[src/rtl/uart_pkg.sv]
// Shared definitions for the UART transmit path: frame states, parity
// selectors and the idle (mark) line level.
package uart_pkg;

  typedef enum logic [2:0] {
    ST_IDLE   = 3'd0,
    ST_START  = 3'd1,
    ST_DATA   = 3'd2,
    ST_PARITY = 3'd3,
    ST_STOP   = 3'd4
  } tx_state_t;

  localparam logic PAR_EVEN  = 1'b0;
  localparam logic PAR_ODD   = 1'b1;
  localparam logic LINE_IDLE = 1'b1;

endpackage

[src/rtl/uart_parity_calc.sv]
// Combinational parity generator: XOR-reduce of the payload, inverted for odd parity.
module uart_parity_calc
  import uart_pkg::*;
#(
  parameter int DATA_WIDTH = 8
) (
  input  logic [DATA_WIDTH-1:0] data,
  input  logic                  par_typ,
  output logic                  parity
);

  assign parity = (^data) ^ (par_typ == PAR_ODD);

endmodule

[src/rtl/uart_tx_ctrl.sv]
// UART transmit frame controller: handshakes a byte in, then sequences
// start, serializer-driven data, optional parity and stop bits onto tx_out.
module uart_tx_ctrl
  import uart_pkg::*;
#(
  parameter int DATA_WIDTH = 8
) (
  input  logic                  clk,
  input  logic                  rst,
  input  logic [DATA_WIDTH-1:0] p_data,
  input  logic                  data_valid,
  input  logic                  par_en,
  input  logic                  par_typ,
  input  logic                  ser_done,
  input  logic                  ser_data,
  output logic                  ser_en,
  output logic [DATA_WIDTH-1:0] ser_p_data,
  output logic                  data_ack,
  output logic                  tx_out,
  output logic                  busy
);

  tx_state_t state;
  logic      par_en_q;
  logic      parity_q;
  logic      parity_next;
  logic      accept;

  uart_parity_calc #(.DATA_WIDTH(DATA_WIDTH)) u_parity (
    .data    (p_data),
    .par_typ (par_typ),
    .parity  (parity_next)
  );

  // A new byte can be taken while idle or during the stop bit of the
  // previous frame, which is what gives gapless back-to-back frames.
  assign accept   = data_valid && (state == ST_IDLE || state == ST_STOP);
  assign data_ack = accept;

  // NOTE: all state here is sequential, so every assignment is non-blocking;
  // the reset also clears the byte register so ser_p_data is never X.
  always_ff @(posedge clk or negedge rst) begin
    if (!rst) begin
      state      <= ST_IDLE;
      ser_en     <= 1'b0;
      ser_p_data <= '0;
      par_en_q   <= 1'b0;
      parity_q   <= 1'b0;
    end else begin
      ser_en <= 1'b0;
      if (accept) begin
        ser_p_data <= p_data;
        par_en_q   <= par_en;
        parity_q   <= parity_next;
      end
      case (state)
        ST_IDLE: begin
          if (accept) begin
            state  <= ST_START;
            ser_en <= 1'b1;
          end
        end
        ST_START:  state <= ST_DATA;
        ST_DATA: begin
          if (ser_done) state <= par_en_q ? ST_PARITY : ST_STOP;
        end
        ST_PARITY: state <= ST_STOP;
        ST_STOP: begin
          if (accept) begin
            state  <= ST_START;
            ser_en <= 1'b1;
          end else begin
            state <= ST_IDLE;
          end
        end
        default:   state <= ST_IDLE;
      endcase
    end
  end

  // The line level is decoded only from flop outputs, so it cannot glitch
  // on upstream handshake activity.
  always_comb begin
    tx_out = LINE_IDLE;
    case (state)
      ST_START:  tx_out = 1'b0;
      ST_DATA:   tx_out = ser_data;
      ST_PARITY: tx_out = parity_q;
      default:   tx_out = LINE_IDLE;
    endcase
  end

  assign busy = (state != ST_IDLE);

endmodule
[config.mk]
export PLATFORM = sky130hd
export DESIGN_NAME = uart_tx_ctrl
export DESIGN_NICKNAME = d
export VERILOG_FILES = /design/src/rtl/uart_pkg.sv /design/src/rtl/uart_parity_calc.sv /design/src/rtl/uart_tx_ctrl.sv
export SDC_FILE = /design/constraint.sdc
export NUM_CORES = 1
export LEC_CHECK = 0
export CAP_MARGIN = 20
export CORE_UTILIZATION = 36
export CTS_CLUSTER_DIAMETER = 60
export DETAILED_ROUTE_END_ITERATION = 10
export HOLD_SLACK_MARGIN = 0.05
export PLACE_DENSITY = 0.74
export SLEW_MARGIN = 15
export SYNTH_ARGS = -nofsm -noshare
export SYNTH_HDL_FRONTEND = slang
export SYNTH_SLANG_ARGS = --single-unit
[constraint.sdc]
create_clock -name clk -period 1.5 [get_ports clk]
set_input_delay 0.3 -clock clk [delete_from_list [all_inputs] [get_ports clk]]
set_output_delay 0.3 -clock clk [all_outputs]
set_load 0.005 [all_outputs]
==> flow_metrics.tcl <==
set metrics [dict create \
    n_antenna_cell 0 \
    hold-worst-slack_ns 0.308 \
    synth_top_flop_cell "dfrtp_1" \
    maxCapViolations 0 \
    layout-drive-gt1-share 0.388 \
    instances_no_fill 109 \
    final_common_cell "clkdlybuf4s50_1" \
    area_delta_synth_final_pct 67.9 \
    syn_inst 48 \
    core_area_um2 1590 \
    drv_slew 0 \
    worst_slew_pin_slew_ns 0.205 \
    n_fill_cell 126 \
    max_clock_freq_ghz 0.647 \
    post-route-period-util 1.03 \
    synth_top_area_frac 0.545 \
    routedWlPerCell_um 13.2 \
    worstPathArrival_ns 1.25 \
    synth_area_leaders "dfrtp_1, mux2_2, xnor2_1" \
    ys_async_sr_fraction 1.00 \
    io_pins 27 \
    gp_congestion 0.645 \
    synth.distinct_cells 21 \
    end_kind "output port" \
    layout_setup_ws_ns -0.0456 \
    dp_hpwl_um 999 \
    place_inst 102 \
    syn_avg_cell_area_um2 13.4 \
    grt_max_degree 15 \
    criticalPathCategory "reg2out" \
    cts_sinks 14 \
    portBuffers 26 \
    fin_crit_ns 1.55 \
    cts_tree "done" \
    start_kind "flip-flop" \
    setup_violations 3 \
    cts_buffers 3 \
    viasPerCell 4.64 \
    worst_skew_pair.late_latency_ns 0.28 \
    clockBufferDepth 2 \
    outcome "finished, violations left" \
    hold_viol_final 0 \
    fin_skew_ns 0.00896 \
    dieArea_um2 1960 \
    wl_um 1440 \
    vdd_drop_max_uv 1070 \
    crit_start "state[1]" \
    ys_ff_latch 14 \
    first_pass_iters 4 \
    required_ns 1.20 \
    clk_pin_slew_ns 0.09 \
    failed_checks "negative setup slack" \
    path_max_fanout 4 \
    critPathSlowestCell "dfrtp_2" \
    drc_errors 0 \
    rsz0062_at_grt "true" \
    cts_root_buf "clkbuf_4" \
    overflow 0 \
    path_delay_family "flip-flops" \
    hold_buffers 0 \
    finalNetCount 101 \
    grt_use_total 0.175 \
    die_w_um 44.3 \
    h-tree-depth 1 \
    post-place-ws_ns -0.398 \
    antenna_left 0 \
    cp.depth 3 \
    max_stage_delay_ns 0.44 \
    grt_first_pass_wirelength_um 2400 \
    vias 506 \
    synth_seq_area_share 0.545 \
    hold_class "in2async" \
    r2r_cells 4 \
    p_per_area_nw_per_um2 1820 \
    layout_common_cells "clkdlybuf4s50_1, dfrtp_1, mux2_4" \
    p_leak_nw 0.504 \
    synth_nets 63 \
    crit_chain "buf_6 > nor3b_4 > buf_2" \
    yosysWarnings 0 \
    die_h_um 44.3 \
    cp.buffers_inverters 2 \
    start_util 0.403 \
    antenna_found_initial 0 \
    syn-cell-area_um2 643 \
    drtIter0Drc 4 \
    grt_pass1_vias 554 \
    multi_input_area_um2 325 \
    rows 14 \
    yosys.area.top_type "dfrtp_1" \
    reg2reg_from "state[1]" \
    ff_latch_area_um2 353 \
    maxSlewHeadroom 0.863 \
    synth_edf_count 0 \
]
==> synth_stat cells, types with 2 or more instances <==
master / n
nor2_1: 2
xnor2_1: 5
a21oi_1: 2
mux2_2: 8
dfrtp_1: 14
nand2_1: 2
==> worst register-to-register path: stages (launching register included) <==
cell and delay, ns:
dfrtp_2 0.44, buf_6 0.13, nor3b_4 0.23, buf_6 0.21, mux2_2 0.35
==> path summary, 6_finish.rpt <==
kind                                  to  slack [ns]
max                             data_ack       -0.05
min reg2reg                ser_p_data[4]        0.51
min in group clk           ser_p_data[7]        0.43
max reg2reg                ser_p_data[3]        0.01
max in group asynchronous       state[1]        1.01
min                             state[0]        0.31
==> cell type report <==
type	instances	share of cell area
well taps	24	0.0278
multi-input cells	31	0.301
repair buffers	35	0.307
flip-flops and latches	14	0.327
inverters	1	0.00348
clock buffers	4	0.0336
==> state kept, by name, summed over array words and instances (netlist names) <==
| register | flops |
|---|---|
| parity_q | 1 |
| state | 3 |
| ser_p_data | 8 |
| ser_en | 1 |
| par_en_q | 1 |
==> cell families (layout without fill, tap and decap cells) <==
family                 after synthesis  after routing  share of synthesized area
buffers and inverters                3             40                     0.0253
multiplexers                        10             10                      0.179
XOR/XNOR                             7              7                      0.119
flip-flops                          14             14                      0.545
AND/OR/NAND/NOR                     10             10                     0.0973
AO/OA/AOI/OAI                        4              4                     0.0350
==> metal layers <==
layer	GRT usage	routed length [µm]
met1	0.185	616
met2	0.303	703
met3	0.0857	111
met4	0.0545	6
met5	0	0
==> through the flow <==
step,TNS [ns],total power (W),area (µm²),util
6_report,-0.0973,0.00197,1080,0.677
5_1_grt,-0.310,0.00209,1080,0.677
4_1_cts,-0.0954,0.00190,1030,0.646
3_5_place_dp,-3.36,0.00155,966,0.606
3_3_place_gp,-2.96,0.00152,966,0.606
2_1_floorplan,0,0.00104,643,-
==> where the power goes <==
| group | leakage, nW | internal, W | switching, W |
|---|---|---|---|
| combinational | 0.316 | 0.000692 | 0.000325 |
| clock | 0.0210 | 0.000148 | 0.000127 |
| sequential | 0.167 | 0.000561 | 0.000113 |
| total | 0.504 | 0.00140 | 0.000565 |
==> timing repair <==
item                       CTS  global route
resized for setup           21            13
pin swaps                    7             4
setup endpoints to repair    4            14
buffers inserted             3             0
Note: power is estimated with default switching activity, not from simulation.
